--- config.mk ---
export PLATFORM = sky130hd
export DESIGN_NAME = spi_id_responder
export DESIGN_NICKNAME = d
export VERILOG_FILES = /design/src/rtl/spi_id_responder.sv
export SDC_FILE = /design/constraint.sdc
export NUM_CORES = 1
export LEC_CHECK = 0
export ABC_CLOCK_PERIOD_IN_PS = 3700
export CAP_MARGIN = 40
export CORE_MARGIN = 5
export CORE_UTILIZATION = 50
export DETAILED_ROUTE_END_ITERATION = 7
export PLACE_DENSITY = 0.74
export SLEW_MARGIN = 20
export SYNTH_ARGS = -nofsm -noshare
export SYNTH_HDL_FRONTEND = slang
export SYNTH_SLANG_ARGS = --single-unit
--- constraint.sdc ---
create_clock -name clk12MHz -period 3.7 [get_ports clk12MHz]
set_input_delay 0.74 -clock clk12MHz [delete_from_list [all_inputs] [get_ports clk12MHz]]
set_output_delay 0.74 -clock clk12MHz [all_outputs]
set_load 0.005 [all_outputs]
--- src/rtl/spi_id_responder.sv ---
// spi_id_responder
// SPI mode-0 slave that stands in for the identification side of a serial NOR
// flash. It answers JEDEC Read-ID (0x9F) with {ID0,ID1,ID2} followed by 0xFF
// bytes, and Read-Status (0x05) with STATUS repeated. Every other command is
// ignored until chip select is released. All logic runs on clk12MHz. The SPI
// pins are oversampled, and sck is never used as a clock.
//
// Ports:
//   clk12MHz     - system clock, the only clock
//   rst          - synchronous, active-high reset
//   sck          - SPI clock from the master, idles low
//   cs           - chip select, active-low
//   sdi          - master-to-slave data (MOSI)
//   sdo          - slave-to-master data (MISO), changes only on sck fall
//   cmd_out      - last complete command byte received
//   cmd_valid    - one-cycle pulse when cmd_out is updated
//   debug_states - current state code (IDLE=0 CMD=1 RESP_ID=2 RESP_ST=3 IGNORE=4)
module spi_id_responder #(
  parameter logic [7:0] ID0    = 8'hEF,
  parameter logic [7:0] ID1    = 8'h40,
  parameter logic [7:0] ID2    = 8'h16,
  parameter logic [7:0] STATUS = 8'h00
) (
  input  logic       clk12MHz,
  input  logic       rst,
  input  logic       sck,
  input  logic       cs,
  input  logic       sdi,
  output logic       sdo,
  output logic [7:0] cmd_out,
  output logic       cmd_valid,
  output logic [3:0] debug_states
);

  localparam int unsigned CMD_W  = 8;
  localparam int unsigned BCNT_W = 3;
  localparam int unsigned TX_W   = 24;
  localparam int unsigned TCNT_W = 5;
  localparam int unsigned ST_W   = 4;

  localparam logic [CMD_W-1:0] CMD_RDID = 8'h9F;
  localparam logic [CMD_W-1:0] CMD_RDSR = 8'h05;

  localparam logic [TCNT_W-1:0] ID_BITS = TCNT_W'(24);
  localparam logic [TCNT_W-1:0] ST_BITS = TCNT_W'(8);

  localparam logic [ST_W-1:0] S_IDLE    = 4'd0;
  localparam logic [ST_W-1:0] S_CMD     = 4'd1;
  localparam logic [ST_W-1:0] S_RESP_ID = 4'd2;
  localparam logic [ST_W-1:0] S_RESP_ST = 4'd3;
  localparam logic [ST_W-1:0] S_IGNORE  = 4'd4;

  // Pin synchronizers, third sck stage and registered edge strobes
  logic sck_s1, sck_s2, sck_s3;
  logic cs_s1, cs_s2;
  logic sdi_s1, sdi_s2;
  logic rise, fall;

  // Counts synchronizer fill after reset; cs_s2 reflects the pin once ready
  logic [1:0] fill_cnt;
  logic       ready;
  logic       armed;

  logic [ST_W-1:0] state_q, state_nxt;

  logic [CMD_W-1:0]  shift_q, shift_nxt;
  logic [BCNT_W-1:0] bit_cnt_q, bit_cnt_nxt;
  logic [TX_W-1:0]   tx_sr_q, tx_sr_nxt;
  logic [TCNT_W-1:0] tx_cnt_q, tx_cnt_nxt;
  logic              loaded_q, loaded_nxt;
  logic              sdo_nxt;
  logic [CMD_W-1:0]  cmd_out_nxt;
  logic              cmd_valid_nxt;

  logic [CMD_W-1:0]  cmd_byte_c;
  logic              last_bit_c;

  assign ready      = (fill_cnt == 2'd2);
  assign cmd_byte_c = {shift_q[CMD_W-2:0], sdi_s2};
  assign last_bit_c = (bit_cnt_q == BCNT_W'(7));

  // Synchronizers load idle levels on reset
  always_ff @(posedge clk12MHz) begin
    if (rst) begin
      sck_s1   <= 1'b0;
      sck_s2   <= 1'b0;
      sck_s3   <= 1'b0;
      cs_s1    <= 1'b1;
      cs_s2    <= 1'b1;
      sdi_s1   <= 1'b0;
      sdi_s2   <= 1'b0;
      rise     <= 1'b0;
      fall     <= 1'b0;
      fill_cnt <= 2'd0;
      armed    <= 1'b0;
    end else begin
      sck_s1   <= sck;
      sck_s2   <= sck_s1;
      sck_s3   <= sck_s2;
      cs_s1    <= cs;
      cs_s2    <= cs_s1;
      sdi_s1   <= sdi;
      sdi_s2   <= sdi_s1;
      rise     <= sck_s2 & ~sck_s3;
      fall     <= ~sck_s2 & sck_s3;
      if (!ready) begin
        fill_cnt <= 2'(fill_cnt + 2'd1);
      end
      // Goes high one cycle after the first valid cs sample
      armed    <= ready;
    end
  end

  // State register
  always_ff @(posedge clk12MHz) begin
    if (rst) begin
      state_q <= S_IDLE;
    end else begin
      state_q <= state_nxt;
    end
  end

  // Next-state logic; a high cs always wins over a coincident sck edge
  always_comb begin
    state_nxt = state_q;
    case (state_q)
      S_IDLE: begin
        // cs already low on the first valid sample means we woke up mid-transfer
        if (ready && !cs_s2) begin
          state_nxt = armed ? S_CMD : S_IGNORE;
        end
      end
      S_CMD: begin
        if (cs_s2) begin
          state_nxt = S_IDLE;
        end else if (rise && last_bit_c) begin
          if (cmd_byte_c == CMD_RDID) begin
            state_nxt = S_RESP_ID;
          end else if (cmd_byte_c == CMD_RDSR) begin
            state_nxt = S_RESP_ST;
          end else begin
            state_nxt = S_IGNORE;
          end
        end
      end
      S_RESP_ID, S_RESP_ST, S_IGNORE: begin
        if (cs_s2) begin
          state_nxt = S_IDLE;
        end
      end
      default: state_nxt = S_IDLE;
    endcase
  end

  // Datapath and output next values
  always_comb begin
    shift_nxt     = shift_q;
    bit_cnt_nxt   = bit_cnt_q;
    tx_sr_nxt     = tx_sr_q;
    tx_cnt_nxt    = tx_cnt_q;
    loaded_nxt    = loaded_q;
    sdo_nxt       = sdo;
    cmd_out_nxt   = cmd_out;
    cmd_valid_nxt = 1'b0;

    case (state_q)
      S_IDLE: begin
        shift_nxt   = '0;
        bit_cnt_nxt = '0;
        tx_cnt_nxt  = '0;
        loaded_nxt  = 1'b0;
        sdo_nxt     = 1'b0;
      end
      S_CMD: begin
        sdo_nxt = 1'b0;
        if (rise) begin
          shift_nxt   = cmd_byte_c;
          bit_cnt_nxt = BCNT_W'(bit_cnt_q + BCNT_W'(1));
          if (last_bit_c) begin
            cmd_out_nxt   = cmd_byte_c;
            cmd_valid_nxt = 1'b1;
          end
        end
      end
      S_RESP_ID: begin
        if (fall) begin
          if (!loaded_q) begin
            tx_sr_nxt  = {ID0, ID1, ID2};
            sdo_nxt    = ID0[7];
            tx_cnt_nxt = TCNT_W'(1);
            loaded_nxt = 1'b1;
          end else if (tx_cnt_q < ID_BITS) begin
            sdo_nxt    = tx_sr_q[TX_W-2];
            tx_sr_nxt  = {tx_sr_q[TX_W-2:0], 1'b0};
            tx_cnt_nxt = TCNT_W'(tx_cnt_q + TCNT_W'(1));
          end else begin
            // ID exhausted: master reads 0xFF from here on
            sdo_nxt = 1'b1;
          end
        end
      end
      S_RESP_ST: begin
        if (fall) begin
          // Status byte sits in the top 8 bits so the shift path is shared
          if (!loaded_q || (tx_cnt_q == ST_BITS)) begin
            tx_sr_nxt  = {STATUS, 16'h0000};
            sdo_nxt    = STATUS[7];
            tx_cnt_nxt = TCNT_W'(1);
            loaded_nxt = 1'b1;
          end else begin
            sdo_nxt    = tx_sr_q[TX_W-2];
            tx_sr_nxt  = {tx_sr_q[TX_W-2:0], 1'b0};
            tx_cnt_nxt = TCNT_W'(tx_cnt_q + TCNT_W'(1));
          end
        end
      end
      S_IGNORE: begin
        sdo_nxt = 1'b0;
      end
      default: begin
        sdo_nxt = 1'b0;
      end
    endcase

    // Deselect discards any partial byte and suppresses a same-cycle cmd_valid
    if (cs_s2) begin
      shift_nxt     = '0;
      bit_cnt_nxt   = '0;
      tx_cnt_nxt    = '0;
      loaded_nxt    = 1'b0;
      sdo_nxt       = 1'b0;
      cmd_out_nxt   = cmd_out;
      cmd_valid_nxt = 1'b0;
    end
  end

  // Datapath and output registers
  always_ff @(posedge clk12MHz) begin
    if (rst) begin
      shift_q   <= '0;
      bit_cnt_q <= '0;
      tx_sr_q   <= '0;
      tx_cnt_q  <= '0;
      loaded_q  <= 1'b0;
      sdo       <= 1'b0;
      cmd_out   <= '0;
      cmd_valid <= 1'b0;
    end else begin
      shift_q   <= shift_nxt;
      bit_cnt_q <= bit_cnt_nxt;
      tx_sr_q   <= tx_sr_nxt;
      tx_cnt_q  <= tx_cnt_nxt;
      loaded_q  <= loaded_nxt;
      sdo       <= sdo_nxt;
      cmd_out   <= cmd_out_nxt;
      cmd_valid <= cmd_valid_nxt;
    end
  end

  assign debug_states = state_q;

endmodule

==> qor.csv <==
stage,metric,value,unit
status,status,completed,
drt,wire_per_inst,13.60,um
global_route,grt_pass1_vias,1810,
cts,cts_hold_buf,0,
setup_path,rr_worst_depth,4,
cts,clock_latency,350,ps
setup_path,path_buf_inv,1,
place,gp_congestion,0.7689,
finish,fin_util,57.97,%
cts,clock_path_buffers,2,
setup_path,r2r-start,debug_states[1]$_SDFFE_PP0P_,
cts,numCtsBuffers,9,
drt,dr_wl_met3,175,um
sta,fin_skew,7.499,ps
setup_path,regToRegSetupSlack,1680,ps
setup_path,crit_type,reg -> out,
floorplan,top_level_ports,19,
sta,fin_setup_tns,0,ps
setup_path,crit_fanout,16,
worst_hold_path,min_to,rise$_SDFF_PP0_,
floorplan,coreArea,0.005042,sq mm
drt,wl_met1,2279,um
finish,drive_above_1_share,10.68,%
synthesis,synth_area_leaders,"dfxtp_1 (49%), a22o_1 (4.8%), nor2_1 (4.1%)",
sta,setup_viol,0,
power,power,1504,uW
synthesis,yosysUniqueCellTypes,54,
cts,root_buffer,clkbuf_8,
sta,max_freq,429.7,MHz
finish,instances_no_fill,351,
setup_path,cp.required,2960,ps
finish,area_growth,14.29,%
synthesis,seq_area_frac_synth,49.32,%
place,dp_hpwl,3184,um
synthesis,synth_top_cell_area_share,49.32,%
cts,cts_setup_buffers,0,
cts,cts_tree,done,
setup_path,end_kind,output pin,
floorplan,dieArea,0.006646,sq mm
setup_path,path_delay_family,flip-flops,
synthesis,postSynth.asyncResetShare,0,%
drt,drt_first_pass_iters,4,
drt,drc,0,
drt,dr_wl_met2,2188,um
sta,hold_violations,0,
synthesis,syn-num-nets,268,
setup_path,cp_cell_sequence,clkdlybuf4s50_1,
drt,routed_wl,4774,um
global_route,antenna_found_initial,0,
setup_path,r2r-end,tx_sr_q[5]$_SDFFE_PP0P_,
drt,ant_nets,0,
drt,vias,1897,
floorplan,die_x,81.52,um
global_route,grt_max_degree,31,
setup_path,slowest_delay,640,ps
power,powerDensity,514.6,mW/mm^2
sta,worst_slew_pin_slew,813.3,ps
synthesis,synth-edff-count,0,
sta,maxSlewHeadroom,45.33,%
worst_hold_path,hold_depth,1,
synthesis,ys_ff_latch,63,
cts,htree_num_levels,3,
place,dpl_cell_area,0.002738,sq mm
global_route,grt-ovfl-total,0,
drt,top_layer,met4,
global_route,grtUsageTotal,16.87,%
synthesis,yosysTopAreaCell,dfxtp_1,
synthesis,synth_area,0.002557,sq mm
global_route,grt_first_pass_wirelength,8459,um
place,place_inst,333,
floorplan,die_y,81.52,um
worst_hold_path,hold_start,sck_s3$_SDFF_PP0_,
setup_path,cp_data_arrival_time,1590,ps
synthesis,syn_area_per_cell,9.913,sq um
setup_path,critPathSlowestCell,dfxtp_1,
finish,insertedDiodeCount,0,
cts,cts_resized,0,
drt,drtIter0Drc,92,
sta,finalCritPeriodShare,62.90,%
sta,rsz0062_at_grt,false,
finish,final_cell_area,0.002923,sq mm
cts,clock_sinks,63,
place,port_buffers,17,
floorplan,start_util,50.72,%
drt,via_per_inst,5.405,
power,leakagePower,0.001030,uW
job,cap_violations,0,
synthesis,synth_flop_cell,dfxtp_1,
sta,final_max_slew_viol_count,0,
power,peakVddDrop,0.2727,mV
setup_path,critPathLaunchType,flip-flop,
finish,fin_nets,286,
cts,path_clk_slew,70,ps
synthesis,yosys_warnings,0,
sta,period_needed,2327,ps
floorplan,rows,26,
worst_hold_path,holdCritPathClass,reg -> reg,
synthesis,synthCells,258,
metal layers:
layer	vias to the layer above	GRT usage [%]
li1	968	-
met1	888	20.90
met2	30	25.00
met3	11	7.566
met4	0	7.770
met5	-	0
cells in the mapped netlist, types with 2 or more instances:
cell and instances:
a211oi_1 2, a21oi_1 8, a22o_1 14, a22oi_1 9
buf_2 2, buf_6 4, clkbuf_1 5, dfxtp_1 63
ha_1 5, inv_1 8, mux2i_1 10, nand2_1 13
nand2b_1 11, nand3_1 2, nand4_1 2, nor2_1 28
nor2b_1 8, nor3_1 4, nor4_1 2, o211a_1 2
o21ai_0 6, o22ai_1 6, o31ai_1 6, o32ai_1 4
or2_2 3, or4_1 3
cells by family after synthesis:
family / count (synthesis) / synth area share, %
AO/OA/AOI/OAI: 65 / 18.93
other: 1 / 0.1466
adder cells (fa/ha/maj): 5 / 2.446
XOR/XNOR: 1 / 0.3425
multiplexers: 10 / 3.914
buffers and inverters: 22 / 4.648
AND/OR/NAND/NOR: 91 / 20.26
flip-flops: 63 / 49.32
placed cells by master, fill, tap and decap left out, types with 2 or more instances in the layout:
master	n
a21oi_1	8
o22ai_1	6
mux2i_1	10
clkbuf_8	9
clkdlybuf4s50_1	17
or2_2	3
clkinv_4	2
o21ai_0	6
nand2b_1	11
a22o_1	14
inv_1	8
or4_1	3
ha_1	5
a211oi_1	2
nand4_1	2
o32ai_1	4
nor3_1	4
nor2b_1	8
nor4_1	2
a22oi_1	9
nand2_1	13
o31ai_1	6
dfxtp_1	63
clkinv_2	3
buf_4	2
nor2_1	28
o211a_1	2
nand3_1	2
state kept, by name, summed over array words and instances, names as in the netlist:
register and flops:
tx_sr_q 22, cmd_valid 1, cs_s2 1, tx_cnt_q 5, loaded_q 1, sdo 1, armed 1, sck_s3 1
sdi_s1 1, cs_s1 1, sdi_s2 1, sck_s1 1, fall 1, rise 1, debug_states 3, fill_cnt 2
bit_cnt_q 3, cmd_out 8, shift_q 7, sck_s2 1
metrics by stage:
step,hold WS [ps],setup slack [ps]
3_5_place_dp,396.7,1255
6_report,403.1,1373
2_1_floorplan,383.5,2048
5_1_grt,417.8,1242
4_1_cts,404.6,1333
3_3_place_gp,388.5,1308
power breakdown:
group          switching (uW)  total [uW]  internal, uW
clock                     276         518           243
sequential               40.2         745           705
combinational             134         241           107
total                     450        1500          1050
worst max path at each step:
stage	slack, ps	from	depth (start not counted)	end
after floorplan	2050	debug_states[0]$_SDFFE_PP0P_	6	debug_states[0]$_SDFFE_PP0P_
after global placement	1310	rst	4	tx_sr_q[21]$_SDFFE_PP0P_
after detailed placement	1250	rst	4	tx_sr_q[19]$_SDFFE_PP0P_
after CTS	1330	debug_states[2]$_SDFFE_PP0P_	1	debug_states[2]
after global routing	1240	debug_states[2]$_SDFFE_PP0P_	1	debug_states[2]
final	1370	debug_states[2]$_SDFFE_PP0P_	1	debug_states[2]
cell type report:
class                           count  area, sq um
Sequential cell                    63         1261
Timing Repair Buffer               20        190.2
Clock inverter                      7        48.80
Tap cell                           70        87.58
Fill cell                         465         2120
Multi-Input combinational cell    173         1177
Clock buffer                        9        123.9
Inverter                            9        33.78
No activity file was read; power rests on OpenSTA's default activity.
